`config.mk`:
```
export PLATFORM = sky130hd
export DESIGN_NAME = screen_print_scheduler_flat
export DESIGN_NICKNAME = d
export VERILOG_FILES = /design/src/rtl/screen_print_if.sv /design/src/rtl/screen_print_scheduler.sv /design/src/flat_wrapper.sv
export SDC_FILE = /design/constraint.sdc
export NUM_CORES = 1
export LEC_CHECK = 0
export ABC_AREA = 1
export BUFFER_PORTS_ARGS = -buffer_cell sky130_fd_sc_hd__buf_4
export CORE_MARGIN = 2
export CORE_UTILIZATION = 57
export DETAILED_ROUTE_END_ITERATION = 16
export PLACE_DENSITY_LB_ADDON = 0.25
export SYNTH_ARGS = -nofsm -noshare
export SYNTH_HDL_FRONTEND = slang
export SYNTH_SLANG_ARGS = --single-unit
```
`constraint.sdc`:
```
create_clock -name clock -period 2.4 [get_ports clock]
set_input_delay 0.24 -clock clock [delete_from_list [all_inputs] [get_ports clock]]
set_output_delay 0.24 -clock clock [all_outputs]
set_load 0.05 [all_outputs]
```
`src/rtl/screen_print_if.sv`:
```
// Bundle between the printer clients, the print scheduler and the character buffer write port.
// Interface shared by the printer clients, the scheduler and the character buffer write port.
interface screen_print_if #(
    parameter int unsigned NUM_PRINTERS = 4
);
    logic [NUM_PRINTERS-1:0]   req;
    logic [NUM_PRINTERS-1:0]   pr_finish;
    logic [NUM_PRINTERS-1:0]   pr_we;
    logic [8*NUM_PRINTERS-1:0] pr_index;
    logic [8*NUM_PRINTERS-1:0] pr_data;
    logic [NUM_PRINTERS-1:0]   pr_start;
    logic                      wr_en;
    logic [7:0]                wr_addr;
    logic [7:0]                wr_data;
    logic                      busy;
    logic [2:0]                grant;
    logic [NUM_PRINTERS-1:0]   timeout_err;

    // Scheduler side: takes client requests/writes, drives starts and the buffer port.
    modport master (
        input  req, pr_finish, pr_we, pr_index, pr_data,
        output pr_start, wr_en, wr_addr, wr_data, busy, grant, timeout_err
    );

    // Client/buffer side.
    modport slave (
        output req, pr_finish, pr_we, pr_index, pr_data,
        input  pr_start, wr_en, wr_addr, wr_data, busy, grant, timeout_err
    );
endinterface

```
`src/rtl/screen_print_scheduler.sv`:
```
// Round-robin arbiter sharing the character-buffer write port among several printer clients.
// Pending bits come from request pulses and a periodic refresh tick.
module screen_print_scheduler #(
    parameter int unsigned NUM_PRINTERS   = 4,
    parameter int unsigned REFRESH_CYCLES = 50000000,
    parameter int unsigned ACK_TIMEOUT    = 8
) (
    input  logic           clock,
    input  logic           resetn,
    screen_print_if.master bus
);
    localparam int unsigned IW = $clog2(NUM_PRINTERS);
    localparam int unsigned RW = (REFRESH_CYCLES > 1) ? $clog2(REFRESH_CYCLES) : 1;
    localparam int unsigned TW = $clog2(ACK_TIMEOUT + 1);

    typedef enum logic [2:0] {
        S_IDLE,
        S_START,
        S_ACK,
        S_RUN,
        S_DONE
    } state_t;

    state_t                  state_q, state_d;
    logic [NUM_PRINTERS-1:0] pending_q, pending_d;
    logic [NUM_PRINTERS-1:0] pend_clr;
    logic [IW-1:0]           gidx_q, gidx_d;
    logic [IW-1:0]           rr_q, rr_d;
    logic [TW-1:0]           tcnt_q, tcnt_d;
    logic [NUM_PRINTERS-1:0] terr_q, terr_d;
    logic [NUM_PRINTERS-1:0] start_q, start_d;
    logic                    wr_en_q, wr_en_d;
    logic [7:0]              wr_addr_q, wr_addr_d;
    logic [7:0]              wr_data_q, wr_data_d;
    logic                    busy_q, busy_d;
    logic                    fwd;
    logic                    tick;

    logic                    pick_valid;
    logic [IW-1:0]           pick;
    logic [IW-1:0]           cand_idx;
    int unsigned             cand;

    logic [NUM_PRINTERS-1:0] sel_mask;
    logic                    fin_sel;
    logic                    we_sel;
    logic [7:0]              idx_sel;
    logic [7:0]              data_sel;

    // Free-running refresh counter; the wrap cycle requests every client.
    generate
        if (REFRESH_CYCLES != 0) begin : g_refresh
            logic [RW-1:0] rcnt_q;
            always_ff @(posedge clock or negedge resetn) begin
                if (!resetn) begin
                    rcnt_q <= '0;
                end else if (rcnt_q == RW'(REFRESH_CYCLES - 1)) begin
                    rcnt_q <= '0;
                end else begin
                    rcnt_q <= rcnt_q + RW'(1);
                end
            end
            assign tick = (rcnt_q == RW'(REFRESH_CYCLES - 1));
        end else begin : g_no_refresh
            assign tick = 1'b0;
        end
    endgenerate

    // First pending client at or after the round-robin pointer, wrapping.
    always_comb begin
        pick_valid = 1'b0;
        pick       = '0;
        cand       = 0;
        cand_idx   = '0;
        for (int unsigned k = 0; k < NUM_PRINTERS; k++) begin
            cand     = (32'(rr_q) + k) % NUM_PRINTERS;
            cand_idx = IW'(cand);
            if (!pick_valid && pending_q[cand_idx]) begin
                pick_valid = 1'b1;
                pick       = cand_idx;
            end
        end
    end

    assign sel_mask = NUM_PRINTERS'(1) << gidx_q;
    assign fin_sel  = bus.pr_finish[gidx_q];
    assign we_sel   = bus.pr_we[gidx_q];
    assign idx_sel  = bus.pr_index[{gidx_q, 3'b000} +: 8];
    assign data_sel = bus.pr_data[{gidx_q, 3'b000} +: 8];

    // Next-state and next-output logic.
    always_comb begin
        state_d   = state_q;
        gidx_d    = gidx_q;
        rr_d      = rr_q;
        tcnt_d    = tcnt_q;
        terr_d    = terr_q;
        start_d   = '0;
        wr_en_d   = 1'b0;
        wr_addr_d = wr_addr_q;
        wr_data_d = wr_data_q;
        pend_clr  = '0;
        fwd       = 1'b0;

        case (state_q)
            S_IDLE: begin
                if (pick_valid) begin
                    gidx_d  = pick;
                    start_d = NUM_PRINTERS'(1) << pick;
                    state_d = S_START;
                end
            end
            S_START: begin
                pend_clr = sel_mask;
                tcnt_d   = '0;
                state_d  = S_ACK;
            end
            S_ACK: begin
                fwd = 1'b1;
                if (!fin_sel) begin
                    state_d = S_RUN;
                end else if (tcnt_q == TW'(ACK_TIMEOUT - 1)) begin
                    terr_d  = terr_q | sel_mask;
                    state_d = S_DONE;
                end else begin
                    tcnt_d = tcnt_q + TW'(1);
                end
            end
            S_RUN: begin
                fwd = 1'b1;
                if (fin_sel) begin
                    state_d = S_DONE;
                end
            end
            S_DONE: begin
                rr_d    = (gidx_q == IW'(NUM_PRINTERS - 1)) ? '0 : gidx_q + IW'(1);
                state_d = S_IDLE;
            end
            default: begin
                state_d = S_IDLE;
            end
        endcase

        // The write that coincides with finish rising is still forwarded.
        if (fwd) begin
            wr_en_d   = we_sel;
            wr_addr_d = idx_sel;
            wr_data_d = data_sel;
        end

        // A new request or tick in the clearing cycle keeps the bit set.
        pending_d = (pending_q & ~pend_clr) | bus.req | {NUM_PRINTERS{tick}};
        busy_d    = (state_d != S_IDLE);
    end

    always_ff @(posedge clock or negedge resetn) begin
        if (!resetn) begin
            state_q   <= S_IDLE;
            pending_q <= '0;
            gidx_q    <= '0;
            rr_q      <= '0;
            tcnt_q    <= '0;
            terr_q    <= '0;
            start_q   <= '0;
            wr_en_q   <= 1'b0;
            wr_addr_q <= '0;
            wr_data_q <= '0;
            busy_q    <= 1'b0;
        end else begin
            state_q   <= state_d;
            pending_q <= pending_d;
            gidx_q    <= gidx_d;
            rr_q      <= rr_d;
            tcnt_q    <= tcnt_d;
            terr_q    <= terr_d;
            start_q   <= start_d;
            wr_en_q   <= wr_en_d;
            wr_addr_q <= wr_addr_d;
            wr_data_q <= wr_data_d;
            busy_q    <= busy_d;
        end
    end

    assign bus.pr_start    = start_q;
    assign bus.wr_en       = wr_en_q;
    assign bus.wr_addr     = wr_addr_q;
    assign bus.wr_data     = wr_data_q;
    assign bus.busy        = busy_q;
    assign bus.grant       = 3'(gidx_q);
    assign bus.timeout_err = terr_q;
endmodule
```
`src/flat_wrapper.sv`:
```
// flat-port wrapper written by rule: the top's interface ports become plain ports
module screen_print_scheduler_flat 
#(
    parameter int unsigned NUM_PRINTERS   = 4,
    parameter int unsigned REFRESH_CYCLES = 50000000,
    parameter int unsigned ACK_TIMEOUT    = 8
)
  (clock, resetn, bus_req, bus_pr_finish, bus_pr_we, bus_pr_index, bus_pr_data, bus_pr_start, bus_wr_en, bus_wr_addr, bus_wr_data, bus_busy, bus_grant, bus_timeout_err);
  screen_print_if #(.NUM_PRINTERS(NUM_PRINTERS)) bus_i ();
  input  logic clock;
  input  logic resetn;
  input wire logic [$bits(bus_i.req)-1:0] bus_req;
  input wire logic [$bits(bus_i.pr_finish)-1:0] bus_pr_finish;
  input wire logic [$bits(bus_i.pr_we)-1:0] bus_pr_we;
  input wire logic [$bits(bus_i.pr_index)-1:0] bus_pr_index;
  input wire logic [$bits(bus_i.pr_data)-1:0] bus_pr_data;
  output wire logic [$bits(bus_i.pr_start)-1:0] bus_pr_start;
  output wire logic [$bits(bus_i.wr_en)-1:0] bus_wr_en;
  output wire logic [$bits(bus_i.wr_addr)-1:0] bus_wr_addr;
  output wire logic [$bits(bus_i.wr_data)-1:0] bus_wr_data;
  output wire logic [$bits(bus_i.busy)-1:0] bus_busy;
  output wire logic [$bits(bus_i.grant)-1:0] bus_grant;
  output wire logic [$bits(bus_i.timeout_err)-1:0] bus_timeout_err;
  assign bus_i.req = bus_req;
  assign bus_i.pr_finish = bus_pr_finish;
  assign bus_i.pr_we = bus_pr_we;
  assign bus_i.pr_index = bus_pr_index;
  assign bus_i.pr_data = bus_pr_data;
  assign bus_pr_start = bus_i.pr_start;
  assign bus_wr_en = bus_i.wr_en;
  assign bus_wr_addr = bus_i.wr_addr;
  assign bus_wr_data = bus_i.wr_data;
  assign bus_busy = bus_i.busy;
  assign bus_grant = bus_i.grant;
  assign bus_timeout_err = bus_i.timeout_err;
  screen_print_scheduler #(.NUM_PRINTERS(NUM_PRINTERS), .REFRESH_CYCLES(REFRESH_CYCLES), .ACK_TIMEOUT(ACK_TIMEOUT)) u_core (.clock(clock), .resetn(resetn), .bus(bus_i));
endmodule
```
==> metrics, run 1 <==
clk_lat worst skew 340 ps; # resized after CTS 0; port bufs 105; first-pass GRT wire length 17100 um; htree depth 3; Area Overhead vs Synth 25.5%; hold buffers post-CTS 0; Max-cap violations 0; Pwr Density 1070 nW/um^2; Sink Count 67; Async S/R FF share, synth 100%; total negative setup slack 0 ps; crit path kind reg2out; GRT Total Usage 28.1%; clk slew on worst S/H paths 70 ps; Main synth FF type dfrtp_1; RSZ-0062 raised after global routing no; DR pass1 iterations 5; routed wire length 10000 um; I/O pin count 107; design area 4990 um^2; relative slew slack 45.1%; Syn Inst Count 553; Starting Density 58.9%; placer congestion estimate 0.899; clk_skew 9.90 ps; Post-Syn Nets 637; fin crit share 75.9%; Post-DRT Antenna Nets 0; r2r startpoint u_core.gidx_q[0]; CTS tree done; vias 4002; fin. max-slew vios 0; Sequential Area 1680 um^2; unique cell type count in the Yosys netlist 34; initial antenna violation count 0; nature of the critical path startpoint flip-flop; sequential share of the synthesized area 42.2%; most used cell, CP buf_4; worst-path maximum fanout 32; # Post-CTS Setup Buffers 0; status finished with violations; root buf cell clkbuf_8; synthesis warning total 0; Flop pwr share 29.9%; core area 6760 um^2; initial DRC count 215; endpoint class of the critical path primary output; share of post-route cells with drive strength above 1 24.6%; Critical Path RT 2160 ps; Fin Hold WS -11.5 ps; arrival time at the worst endpoint 1580 ps; Multi-input gate area 1990 um^2; die area 7660 um^2; Crit-path slowest cell dfrtp_1; number of synthesized flops with an enable pin 0; Post-DP HPWL 7720 um; Max Clk Rate 0.549 GHz; VDD IR max 0.880 mV; Placement Cell Area 4810 um^2; Chip Width 87.5 um; Sw Ratio 48.3%; fin util 73.9%; Final #Nets 742; vias in the first global route 3831; flop and latch count out of synthesis 67; Logic pwr share 53.3%; worst path cell trace buf_4, buf_4; CTS Buf Count 9; Pint 2760 uW; DR vias/cell 5.39; fillers 538; worst flop-to-flop path endpoint u_core.bus.busy; CTS max path bufs 2; r2r worst-path depth 9; Mapped Avg Cell Area 7.19 um^2; CP peak stage delay 580 ps; clock share of power 16.7%; failing checks negative hold slack; Hold Violations, Final 2; Chip Height 87.5 um; total chip power 5340 uW; mapped cell area 3980 um^2; average wire per standard cell 13.5 um; Setup violations, final 0; reg2reg setup slack 630 ps; cell leakage power 0.00256 uW; global route total overflow 0; Tmin final 1820 ps; n_diodes 0; Worst Max-Slew Pin Slew 824 ps; site row count 30; switching pwr 2580 uW; DRC viols 0; pin count of the biggest net entering global routing 68; worst min path class in2async
## layout make-up
| type | instances | area share, % |
|---|---|---|
| Clock buffer | 12 | 2.71 |
| Clock inverter | 3 | 0.802 |
| Inverter | 56 | 4.21 |
| Multi-Input combinational cell | 413 | 40.0 |
| Sequential cell | 67 | 33.6 |
| Tap cell | 80 | 2.01 |
| Timing Repair Buffer | 111 | 16.7 |
## worst max path at each step
stage,startpoint,end,slack (ps),cells after the start
after global routing,u_core.rr_q[0],u_core.gidx_q[0],410,11
after CTS,u_core.gidx_q[0],bus_grant[0],580,2
after detailed placement,u_core.rr_q[0],u_core.gidx_q[0],670,11
after floorplan,u_core.gidx_q[1],u_core.pending_q[1],660,6
after global placement,u_core.rr_q[0],u_core.gidx_q[0],690,11
final,u_core.gidx_q[0],bus_grant[0],580,2
## power groups by stage
stage | Clock, uW | Sequential [uW] | Combinational [uW]
floorplan | 0 | 2180 | 1530
global placement | 0 | 1610 | 2780
detailed placement | 0 | 1620 | 2850
CTS | 899 | 1600 | 2860
global route | 944 | 1640 | 3150
finish | 894 | 1600 | 2850
## layer usage
metal / global-route usage (%) / vias up / share of wire (%)
li1: - / 1961 / -
met1: 37.4 / 1851 / 43
met2: 45.2 / 166 / 48
met3: 5.88 / 24 / 6.8
met4: 10.9 / 0 / 2.2
met5: 0 / - / 0
## stage by stage
| step | std cells | setup slack [ps] | hold slack, ps |
|---|---|---|---|
| finish | 742 | 580 | -11.5 |
| global route | 742 | 407 | 74.2 |
| CTS | 742 | 582 | 38.2 |
| detailed placement | 727 | 666 | 400 |
| global placement | 727 | 689 | 394 |
| floorplan | 553 | 662 | -55.6 |
## cell usage in the layout (no fill, tap or decap), types with 4 or more instances in the layout
cell	synthesis	final
nand4_1	8	8
a21oi_1	9	9
o21ai_0	39	39
a31o_1	4	4
nand3_1	22	22
dfrtp_1	67	67
a31oi_1	18	18
nand2_1	105	105
nor2_1	142	142
nor3_1	9	9
inv_1	43	43
buf_4	3	111
xor2_1	12	12
ha_1	6	6
nand2_2	15	15
xnor2_1	5	5
clkbuf_8	0	9
inv_2	12	12
## Yosys cell counts (5+ instances only)
library cell  instances  share of area [%]
nor2_1              142                 13
nand2_1             105                9.9
dfrtp_1              67                 42
inv_1                43                4.1
o21ai_0              39                4.9
nand3_1              22                2.8
a31oi_1              18                2.8
nand2_2              15                2.4
inv_2                12                1.1
xor2_1               12                2.6
a21oi_1               9                1.1
nor3_1                9                1.1
nand4_1               8                1.3
clkbuf_1              7               0.66
ha_1                  6                1.9
xnor2_1               5                1.1
## critical path: cells and delay by family, from the launching register on
| family | cells | cell delay [ps] |
|---|---|---|
| buf+inv | 2 | 660 |
| flops | 1 | 580 |
## logic make-up (layout without fill, tap and decap cells)
kind of cell	after synthesis	after routing	share of synthesized area [%]
AOI/OAI and AO/OA	74	74	10.4
xor gates and xnor gates	17	17	3.74
adders and majority gates	6	6	1.89
other	1	1	0.0943
buffers and inverters	73	182	7.68
and+or+nand+nor	315	315	34.0
DFF	67	67	42.2
## state kept, by name, indices dropped and copies added, names as in the netlist
name,flops
u_core.g_refresh.rcnt_q,26
u_core.bus.wr_addr,8
u_core.bus.wr_data,8
u_core.bus.pr_start,4
u_core.bus.timeout_err,4
u_core.pending_q,4
u_core.tcnt_q,4
u_core.state_q,3
u_core.gidx_q,2
u_core.rr_q,2
u_core.bus.busy,1
u_core.bus.wr_en,1
(Power assumes the default switching activity.)
==> run 2: changes to the inputs <==
- ABC_AREA: 1 -> 0
- CORE_UTILIZATION: 57 -> 51
- clock period: 2.4 -> 1.85 ns (I/O delays scaled with it)
==> metrics, run 2 <==
global route total overflow 0 (unchanged); initial DRC count 158 (-27%); DR vias/cell 5.62 (+4.3%); top post-synthesis cells by area dfrtp_1, mux4_2, nand2_1; vias 3031 (-24%); n_diodes 0 (unchanged); clk_lat worst skew 350 ps (about the same); largest reg by FF count u_core.g_refresh.rcnt_q; clock share of power 20.2% (+3.5 points); core area 6680 um^2 (-1.1%); VDD IR max 1.02 mV (+16%); synthesis warning total 0 (unchanged); Placement Cell Area 4420 um^2 (-8.2%); status finished, final reports clean; flop and latch count out of synthesis 67 (unchanged); cell leakage power 0.00229 uW (-11%); sequential share of the synthesized area 48.2% (+6.0 points); htree depth 3 (unchanged); Chip Height 86.6 um (-1.1%); most used cell, CP buf_4; Yosys top cell area share 48.2% (+6.0 points); final non-filler cell total 539 (-27%); GRT Total Usage 24.5% (-3.6 points); Flop pwr share 32.2% (+2.3 points); clk slew on worst S/H paths 70 ps (about the same); routed wire length 8500 um (-15%); average wire per standard cell 15.8 um (+17%); worst path cell trace and4_1, buf_4, nand2_1, nor4_4, buf_4, o211ai_1; Main synth FF type dfrtp_1; Pwr Density 1350 nW/um^2 (+26%); Setup violations, final 0 (unchanged); max reg flops 26 (unchanged); placed cells 517 (-29%); pin count of the biggest net entering global routing 36 (-47%); Chip Width 86.6 um (-1.1%); hold depth 2; die area 7500 um^2 (-2.1%); total negative setup slack 0 ps (unchanged); initial antenna violation count 0 (unchanged); Post-Syn Nets 415 (-35%); design area 4700 um^2 (-5.8%); Max-cap violations 0 (unchanged); CP peak stage delay 420 ps (-160 ps); Hold Violations, Final 0 (-2); Syn Inst Count 331 (-40%); I/O pin count 107 (unchanged); nature of the critical path startpoint flip-flop; Area Overhead vs Synth 35.1%; number of synthesized flops with an enable pin 0 (unchanged); worst-path maximum fanout 8 (-75%); vias in the first global route 3168 (-17%); CTS tree done; final worst slack 112 ps (-468 ps); root buf cell clkbuf_8; Synth top cells by count nand2_1, dfrtp_1, nor2_1; Sink Count 67 (unchanged); fin. max-slew vios 0 (unchanged); most common cell after layout, fill and taps aside buf_4; worst min path class in2reg; first-pass GRT wire length 14300 um (-17%); clk_skew 7.44 ps (-2.46 ps); Sw Ratio 42.6% (-5.7 points); endpoint class of the critical path flip-flop; Tmin final 1740 ps; fin util 70.4% (-3.5 points); Crit-path slowest cell dfrtp_1; pre-CTS setup slack 51.7 ps (-614 ps); r2r worst-path depth 6 (-3); CTS Buf Count 9 (unchanged); post-synth top area cell dfrtp_1; commonest non-fill, non-tap cells in the layout buf_4, nand2_1, dfrtp_1, nor2_1, mux4_2; share of post-route cells with drive strength above 1 37.3% (+13 points); Async S/R FF share, synth 100% (unchanged); Pint 3650 uW (+32%); Mapped Avg Cell Area 10.5 um^2 (+46%); Final #Nets 538 (-27%); site row count 30 (unchanged); switching pwr 2710 uW (+4.9%); Post-DRT Antenna Nets 0 (unchanged); Critical Path RT 2080 ps (-80 ps); Max Clk Rate 0.575 GHz; arrival time at the worst endpoint 1960 ps (+380 ps); unique cell type count in the Yosys netlist 46 (+35%); RSZ-0062 raised after global routing no; CTS max path bufs 2 (unchanged); Post-DP HPWL 6260 um (-19%); port bufs 105 (unchanged); count leader, synth nand2_1; fin crit share 94.0%; Logic pwr share 47.7% (-5.6 points); Starting Density 52.1% (-6.8 points); DR pass1 iterations 5 (unchanged); DRC viols 0 (unchanged); crit path kind reg2reg; mapped cell area 3480 um^2 (-12%); placer congestion estimate 0.889 (-1.1%)
[run 2: cell count changes after synthesis, moves of 15 or more]
cell	change
nand2_1	-36
nor2_1	-121
a31oi_1	-18
inv_1	-36
mux4_2	+18
o21ai_0	-29
nand2_2	-15
[run 2: through the flow]
step           total power (uW)  hold WS, ps
3_5_place_dp               5090          163
6_report                   6350         30.1
5_1_grt                    6720         30.8
3_3_place_gp               5010          158
2_1_floorplan              4130         -111
4_1_cts                    6390         17.7
[run 2: timing repair]
action | CTS | global route
gates resized for setup | 0 | 8
endpoints found under the hold margin | 32 | 0
setup buffers | 0 | 4
hold buffers | 1 | 0
setup endpoints to repair | 0 | 18
[run 2: path summary, 6_finish.rpt]
kind | start | to | slack [ps]
setup / recovery | u_core.g_refresh.rcnt_q[2] | u_core.g_refresh.rcnt_q[15] | 110
min in group asynchronous | resetn | u_core.bus.pr_start[3] | 320
max in group asynchronous | resetn | u_core.bus.wr_data[7] | 950
setup reg to reg | u_core.g_refresh.rcnt_q[2] | u_core.g_refresh.rcnt_q[15] | 110
hold reg to reg | u_core.bus.timeout_err[1] | u_core.bus.timeout_err[1] | 460
hold / removal | bus_req[3] | u_core.pending_q[3] | 30
[run 2: routing by layer]
| metal | vias to the layer above | wire length [um] | track usage [%] |
|---|---|---|---|
| li1 | 1426 | - | - |
| met1 | 1462 | 3280 | 29.0 |
| met2 | 123 | 4440 | 41.7 |
| met3 | 20 | 558 | 6.00 |
| met4 | 0 | 229 | 12.2 |
| met5 | - | 0 | 0 |
[run 2: cell type report]
class	count	area [um^2]
Fill cell	491	1980
Multi-Input combinational cell	241	1720
Sequential cell	67	1680
Timing Repair Buffer	128	961
Clock buffer	11	151
Tap cell	80	100
Clock inverter	5	61.3
Inverter	7	26.3
[run 2: cells by family after synthesis]
logic type      count (synthesis)  share of synthesized area (%)
simple gates                  152                           21.6
xor+xnor                       14                           3.52
buf+inv                        23                           3.16
flops                          67                           48.2
fa+ha+maj                       6                           2.16
other cells                     1                          0.108
mux                            20                           12.3
compound gates                 48                           8.92
[run 2: power by group through the flow]
stage | Sequential, uW | Combinational [uW] | Clock (uW)
3_5_place_dp | 2060 | 3030 | 0
4_1_cts | 2040 | 3050 | 1300
5_1_grt | 2090 | 3270 | 1360
3_3_place_gp | 2040 | 2970 | 0
2_1_floorplan | 2840 | 1290 | 0
6_report | 2040 | 3030 | 1280
[run 2: worst max-delay path: cells and delay by family (launching register included)]
family | cells | cell delay, ps
compound gates | 1 | 100
buf+inv | 2 | 400
flops | 1 | 420
simple gates | 3 | 690
